`config.mk`:
```
export PLATFORM = sky130hd
export DESIGN_NAME = cp0_reg_flat
export DESIGN_NICKNAME = d
export VERILOG_FILES = /design/src/rtl/cp0_reg_if.sv /design/src/rtl/cp0_reg.sv /design/src/flat_wrapper.sv
export SDC_FILE = /design/constraint.sdc
export NUM_CORES = 1
export LEC_CHECK = 0
export CORE_MARGIN = 10
export CORE_UTILIZATION = 47
export CTS_BUF_LIST = sky130_fd_sc_hd__clkbuf_4 sky130_fd_sc_hd__clkbuf_8 sky130_fd_sc_hd__clkbuf_16
export CTS_CLUSTER_DIAMETER = 150
export DETAILED_ROUTE_END_ITERATION = 7
export PLACE_DENSITY = 0.87
export SYNTH_ARGS = -nofsm -noshare
export SYNTH_HDL_FRONTEND = slang
export SYNTH_SLANG_ARGS = --single-unit
```
`constraint.sdc`:
```
create_clock -name clk -period 4.2 [get_ports clk]
set_clock_uncertainty 0.1 [all_clocks]
set_input_delay 1.05 -clock clk [delete_from_list [all_inputs] [get_ports clk]]
set_output_delay 1.05 -clock clk [all_outputs]
set_load 0.02 [all_outputs]
```
`src/rtl/cp0_reg_if.sv`:
```
// rtl/cp0_reg_if.sv - mtc0/mfc0 register access bus for cp0_reg
interface cp0_reg_if;
    logic        we_i;
    logic [4:0]  waddr_i;
    logic [4:0]  raddr_i;
    logic [31:0] data_i;
    logic [31:0] data_o;

    modport master (output we_i, output waddr_i, output raddr_i, output data_i, input data_o);
    modport slave  (input we_i, input waddr_i, input raddr_i, input data_i, output data_o);
endinterface

```
`src/rtl/cp0_reg.sv`:
```
// rtl/cp0_reg.sv - MIPS CP0 subset: BadVAddr, Count, Compare, Status, Cause, EPC
module cp0_reg (
    input  logic        clk,
    input  logic        resetn,
    cp0_reg_if.slave    bus,
    input  logic [5:0]  int_i,
    input  logic [31:0] except_type_i,
    input  logic [31:0] pc_i,
    input  logic        is_in_delayslot_i,
    input  logic [31:0] badvaddr_i,
    output logic [31:0] status_o,
    output logic [31:0] cause_o,
    output logic [31:0] epc_o,
    output logic [31:0] badvaddr_o,
    output logic [31:0] count_o,
    output logic [31:0] compare_o,
    output logic        timer_int_o
);
    localparam logic [4:0]  REG_BADVADDR = 5'd8;
    localparam logic [4:0]  REG_COUNT    = 5'd9;
    localparam logic [4:0]  REG_COMPARE  = 5'd11;
    localparam logic [4:0]  REG_STATUS   = 5'd12;
    localparam logic [4:0]  REG_CAUSE    = 5'd13;
    localparam logic [4:0]  REG_EPC      = 5'd14;
    localparam logic [31:0] STATUS_RST   = 32'h0040_0000;
    localparam logic [31:0] STATUS_WMASK = 32'h0000_ff03;
    localparam logic [31:0] EXC_NONE     = 32'h00;
    localparam logic [31:0] EXC_INT      = 32'h01;
    localparam logic [31:0] EXC_ADEL     = 32'h04;
    localparam logic [31:0] EXC_ADES     = 32'h05;
    localparam logic [31:0] EXC_ERET     = 32'h0e;

    logic [31:0] status_q, status_d;
    logic [31:0] cause_q, cause_d;
    logic [31:0] epc_q, epc_d;
    logic [31:0] badvaddr_q, badvaddr_d;
    logic [31:0] count_q, count_d;
    logic [31:0] compare_q, compare_d;
    logic        tick_q, tick_d;
    logic        compare_hit;

    assign compare_hit = (compare_q != 32'd0) && (count_q == compare_q);

    always_comb begin
        status_d   = status_q;
        cause_d    = cause_q;
        epc_d      = epc_q;
        badvaddr_d = badvaddr_q;
        compare_d  = compare_q;
        tick_d     = ~tick_q;
        count_d    = tick_q ? count_q + 32'd1 : count_q;

        cause_d[15:10] = int_i;
        if (compare_hit)
            cause_d[30] = 1'b1;

        if (except_type_i == EXC_NONE) begin
            if (bus.we_i) begin
                case (bus.waddr_i)
                    REG_COUNT: begin
                        count_d = bus.data_i;
                        tick_d  = 1'b0;
                    end
                    REG_COMPARE: begin
                        compare_d   = bus.data_i;
                        cause_d[30] = 1'b0;
                    end
                    REG_STATUS:  status_d = (status_q & ~STATUS_WMASK) | (bus.data_i & STATUS_WMASK);
                    REG_CAUSE:   cause_d[9:8] = bus.data_i[9:8];
                    REG_EPC:     epc_d = bus.data_i;
                    default: ;
                endcase
            end
        end else if (except_type_i == EXC_ERET) begin
            status_d[1] = 1'b0;
        end else begin
            status_d[1]  = 1'b1;
            cause_d[6:2] = (except_type_i == EXC_INT) ? 5'd0 : except_type_i[4:0];
            // A nested exception keeps the EPC/BD of the outermost one.
            if (!status_q[1]) begin
                epc_d       = is_in_delayslot_i ? pc_i - 32'd4 : pc_i;
                cause_d[31] = is_in_delayslot_i;
            end
            if (except_type_i == EXC_ADEL || except_type_i == EXC_ADES)
                badvaddr_d = badvaddr_i;
        end
    end

    always_ff @(posedge clk or negedge resetn) begin
        if (!resetn) begin
            status_q   <= STATUS_RST;
            cause_q    <= 32'd0;
            epc_q      <= 32'd0;
            badvaddr_q <= 32'd0;
            count_q    <= 32'd0;
            compare_q  <= 32'd0;
            tick_q     <= 1'b0;
        end else begin
            status_q   <= status_d;
            cause_q    <= cause_d;
            epc_q      <= epc_d;
            badvaddr_q <= badvaddr_d;
            count_q    <= count_d;
            compare_q  <= compare_d;
            tick_q     <= tick_d;
        end
    end

    always_comb begin
        bus.data_o = 32'd0;
        case (bus.raddr_i)
            REG_BADVADDR: bus.data_o = badvaddr_q;
            REG_COUNT:    bus.data_o = count_q;
            REG_COMPARE:  bus.data_o = compare_q;
            REG_STATUS:   bus.data_o = status_q;
            REG_CAUSE:    bus.data_o = cause_q;
            REG_EPC:      bus.data_o = epc_q;
            default: ;
        endcase
    end

    assign status_o    = status_q;
    assign cause_o     = cause_q;
    assign epc_o       = epc_q;
    assign badvaddr_o  = badvaddr_q;
    assign count_o     = count_q;
    assign compare_o   = compare_q;
    assign timer_int_o = cause_q[30];
endmodule

```
`src/flat_wrapper.sv`:
```
// flat-port wrapper written by rule: the top's interface ports become plain ports
module cp0_reg_flat 
  (clk, resetn, int_i, except_type_i, pc_i, is_in_delayslot_i, badvaddr_i, status_o, cause_o, epc_o, badvaddr_o, count_o, compare_o, timer_int_o, bus_we_i, bus_waddr_i, bus_raddr_i, bus_data_i, bus_data_o);
  cp0_reg_if bus_i ();
  input  logic clk;
  input  logic resetn;
  input  logic [5:0] int_i;
  input  logic [31:0] except_type_i;
  input  logic [31:0] pc_i;
  input  logic is_in_delayslot_i;
  input  logic [31:0] badvaddr_i;
  output logic [31:0] status_o;
  output logic [31:0] cause_o;
  output logic [31:0] epc_o;
  output logic [31:0] badvaddr_o;
  output logic [31:0] count_o;
  output logic [31:0] compare_o;
  output logic timer_int_o;
  input wire logic [$bits(bus_i.we_i)-1:0] bus_we_i;
  input wire logic [$bits(bus_i.waddr_i)-1:0] bus_waddr_i;
  input wire logic [$bits(bus_i.raddr_i)-1:0] bus_raddr_i;
  input wire logic [$bits(bus_i.data_i)-1:0] bus_data_i;
  output wire logic [$bits(bus_i.data_o)-1:0] bus_data_o;
  assign bus_i.we_i = bus_we_i;
  assign bus_i.waddr_i = bus_waddr_i;
  assign bus_i.raddr_i = bus_raddr_i;
  assign bus_i.data_i = bus_data_i;
  assign bus_data_o = bus_i.data_o;
  cp0_reg u_core (.clk(clk), .resetn(resetn), .bus(bus_i), .int_i(int_i), .except_type_i(except_type_i), .pc_i(pc_i), .is_in_delayslot_i(is_in_delayslot_i), .badvaddr_i(badvaddr_i), .status_o(status_o), .cause_o(cause_o), .epc_o(epc_o), .badvaddr_o(badvaddr_o), .count_o(count_o), .compare_o(compare_o), .timer_int_o(timer_int_o));
endmodule
```
==> flow_metrics.py <==
metrics = {
    "run_status": {
        "outcome": "finished, final reports clean",
    },
    "power": {
        "vdd_drop_max_mv": 0.2872,
        "powerDensity_mw_per_mm2": 282.4,
        "p_leak_nw": 5.574,
    },
    "sta": {
        "min_period_over_period": 0.9881,
        "rsz0062_at_grt": "false",
        "setup_violations": 0,
        "final_max_slew_viol_count": 0,
        "holdWs_ns": 0.4130,
        "max_clock_freq_ghz": 0.2410,
        "relSlewSlack": 0.4479,
        "tightest_slew_ns": 0.8281,
        "fin_ws_ns": 0.04989,
        "finalHoldViolations": 0,
        "finalCriticalPeriod_ns": 4.150,
    },
    "worst_setup_path": {
        "arrival_ns": 3.00,
        "crit_required_ns": 3.05,
        "end_kind": "primary output",
        "worstPathMaxFanout": 16,
        "startpoint_type": "primary input",
        "criticalPathCategory": "in -> out",
    },
    "detailed_routing": {
        "via_per_inst": 5.881,
        "avgRoutedWirePerCell_um": 25.44,
        "wl_um": 36480,
        "drt.antenna.violating_nets": 0,
        "firstDrtPassIters": 5,
        "via_count": 8433,
        "drt-initial-drc-count": 782,
        "remaining_drc_errors": 0,
    },
    "floorplan": {
        "start_util": 0.4752,
        "dieHeight_um": 157.3,
        "design.die.area_mm2": 0.02474,
        "fp.dieW_um": 157.3,
        "fp.coreArea_mm2": 0.01864,
        "rows": 50,
        "io-pin-count": 373,
    },
    "synth": {
        "ys_ff_latch": 154,
        "synth.distinct_cells": 44,
        "syn_area_mm2": 0.008860,
        "netlist_instances": 849,
        "yosys_warnings": 0,
        "seq_area_frac_synth": 0.4350,
        "synth_area_per_cell_um2": 10.44,
    },
    "grt": {
        "use_met3": 0.08051,
        "grt_max_degree": 88,
        "grtUsageTotal": 0.2843,
        "grt_pass1_vias": 8903,
        "overflow": 0,
        "grt.busiest_layer": "met2",
        "met1_usage": 0.3290,
        "use_met2": 0.4946,
        "grt_pass1_wl_um": 53360,
        "antenna_found_initial": 1,
    },
    "cts": {
        "cts.sinks": 154,
        "hold_buffers": 0,
        "cts_buffers": 17,
        "clockRootBuffer": "clkbuf_16",
        "post_cts_buffers": 0,
        "clk_path_buf_depth": 2,
        "clkSlewWorstSetupHoldPaths_ns": 0.06,
        "clkLatencyLatePin_ns": 0.43,
        "htreeDepth": 4,
        "cts_tree": "done",
    },
    "place": {
        "dp_cells": 1402,
        "gp_congestion": 0.8882,
        "dpl.hpwl_um": 28150,
        "portBuffers": 333,
        "dp_slack_ns": -0.3940,
        "placedInstanceArea_mm2": 0.01253,
    },
    "min_path": {
        "min_path_type": "reg -> reg",
    },
    "run": {
        "drv_cap": 0,
    },
    "cells_and_area": {
        "final_cells": 1434,
        "area_growth_pct": 47.90,
        "final_nets": 1337,
        "drive_gt1_frac": 0.1867,
        "final_cell_mix": "clkdlybuf4s50_1 (299), dfrtp_1 (154), mux2_2 (81), nand2_1 (67)",
        "utilization": 0.7029,
        "antenna_cells": 0,
        "finalInstanceArea_mm2": 0.01310,
        "final_common_cell": "clkdlybuf4s50_1",
        "fill_cells": 1397,
    },
}
==> where the power goes <==
part / internal, mW / total (mW) / switching [mW]
registers: 1.51 / 1.53 / 0.0222
clock network: 1.10 / 1.73 / 0.631
logic: 0.220 / 0.441 / 0.221
total: 2.83 / 3.70 / 0.874
==> state kept, by name, summed over array words and instances (netlist names) <==
signal / flops
u_core.tick_q: 1
u_core.status_o: 10
u_core.badvaddr_o: 32
u_core.cause_o: 15
u_core.count_o: 32
u_core.compare_o: 32
u_core.epc_o: 32
==> logic make-up (layout without fill, tap and decap cells) <==
kind of cell / after synthesis / in the layout / synth area share
adder cells (fa/ha/maj): 2 / 2 / 0.002824
AO/OA/AOI/OAI: 139 / 139 / 0.1030
flip-flops: 154 / 154 / 0.4350
AND/OR/NAND/NOR: 249 / 249 / 0.1449
buffers and inverters: 94 / 408 / 0.06242
multiplexers: 118 / 118 / 0.1611
XOR/XNOR: 91 / 91 / 0.08996
other: 2 / 39 / 0.0008477
==> synthesized netlist by cell type <==
cell type	instances	share of area
nor4bb_1	1	0.0011
nor3b_1	1	0.00085
buf_2	4	0.0023
mux2_2	81	0.10
nor2b_1	1	0.00071
clkbuf_1	34	0.014
xnor2_1	30	0.030
buf_6	4	0.0051
o21a_1	1	0.00085
a222oi_1	10	0.011
o21ai_0	24	0.014
and4_1	8	0.0079
buf_4	44	0.037
or3b_2	2	0.0020
conb_1	2	0.00085
and2_1	2	0.0014
and3_1	10	0.0071
nor4_1	35	0.025
nand3_1	20	0.011
ha_1	2	0.0028
a22oi_1	61	0.052
or4_1	2	0.0017
or2_2	2	0.0014
inv_1	8	0.0034
a21oi_1	39	0.022
a21o_1	1	0.00085
nor4b_1	3	0.0030
xor2_1	61	0.060
o22a_1	1	0.00099
or3_1	7	0.0049
or4_4	1	0.0013
nand2_1	67	0.028
dfrtp_1	154	0.43
mux2i_1	8	0.0090
nor3_2	1	0.0011
or3_4	1	0.0013
nand4_1	13	0.0092
nand2b_1	5	0.0035
nor2_1	50	0.021
nor3_1	12	0.0068
or2_1	1	0.00071
a211oi_1	2	0.0017
mux2_4	29	0.049
nand3b_1	4	0.0034
==> critical path, stage by stage <==
cell             delay (ns)
clkdlybuf4s50_1        0.49
or3b_4                 0.42
buf_4                  0.17
nor2_4                 0.18
buf_12                 0.20
a22oi_1                0.08
nand2_1                0.09
clkdlybuf4s15_1        0.31
==> path summary, 6_finish.rpt <==
| kind | start | to | slack (ns) | cells past startpoint |
|---|---|---|---|---|
| setup / recovery | bus_raddr_i[3] | bus_data_o[26] | 0.05 | 8 |
| hold / removal | u_core.cause_o[6] | u_core.cause_o[6] | 0.41 | 1 |
| setup reg to reg | u_core.count_o[0] | u_core.count_o[22] | 1.77 | 7 |
| hold reg to reg | u_core.cause_o[6] | u_core.cause_o[6] | 0.41 | 1 |
| max in group asynchronous | resetn | u_core.compare_o[20] | 2.62 | 2 |
| min in group asynchronous | resetn | u_core.badvaddr_o[29] | 0.60 | 1 |
==> per-layer routing <==
layer / vias to the layer above / wire, um / share of wire
met5: - / 13 / 0.00036
met4: 2 / 1132 / 0.031
met3: 87 / 3542 / 0.097
met2: 483 / 18130 / 0.50
met1: 4183 / 13660 / 0.37
li1: 3678 / - / -
==> through the flow <==
stage | power (mW) | TNS (ns)
final | 3.701 | 0
after global routing | 3.809 | 0
after CTS | 3.717 | 0
after detailed placement | 1.998 | -10.44
after global placement | 1.989 | -8.956
after floorplan | 1.719 | 0
==> cell type report <==
cell class	count	area, um2	area share
well taps	234	292.8	0.02234
repair buffers	368	3622	0.2764
clock buffers	22	469.2	0.03581
multi-input cells	638	4644	0.3544
flip-flops and latches	154	3854	0.2941
inverters	8	30.03	0.002292
clock inverters	10	191.4	0.01461
==> timing repair <==
item                       4_1_cts  5_1_grt
setup endpoints to repair       31       28
pin swaps                        1        1
resized for setup               76       23
hold endpoints to repair         0        0
Power figures use the tool's default switching activity.
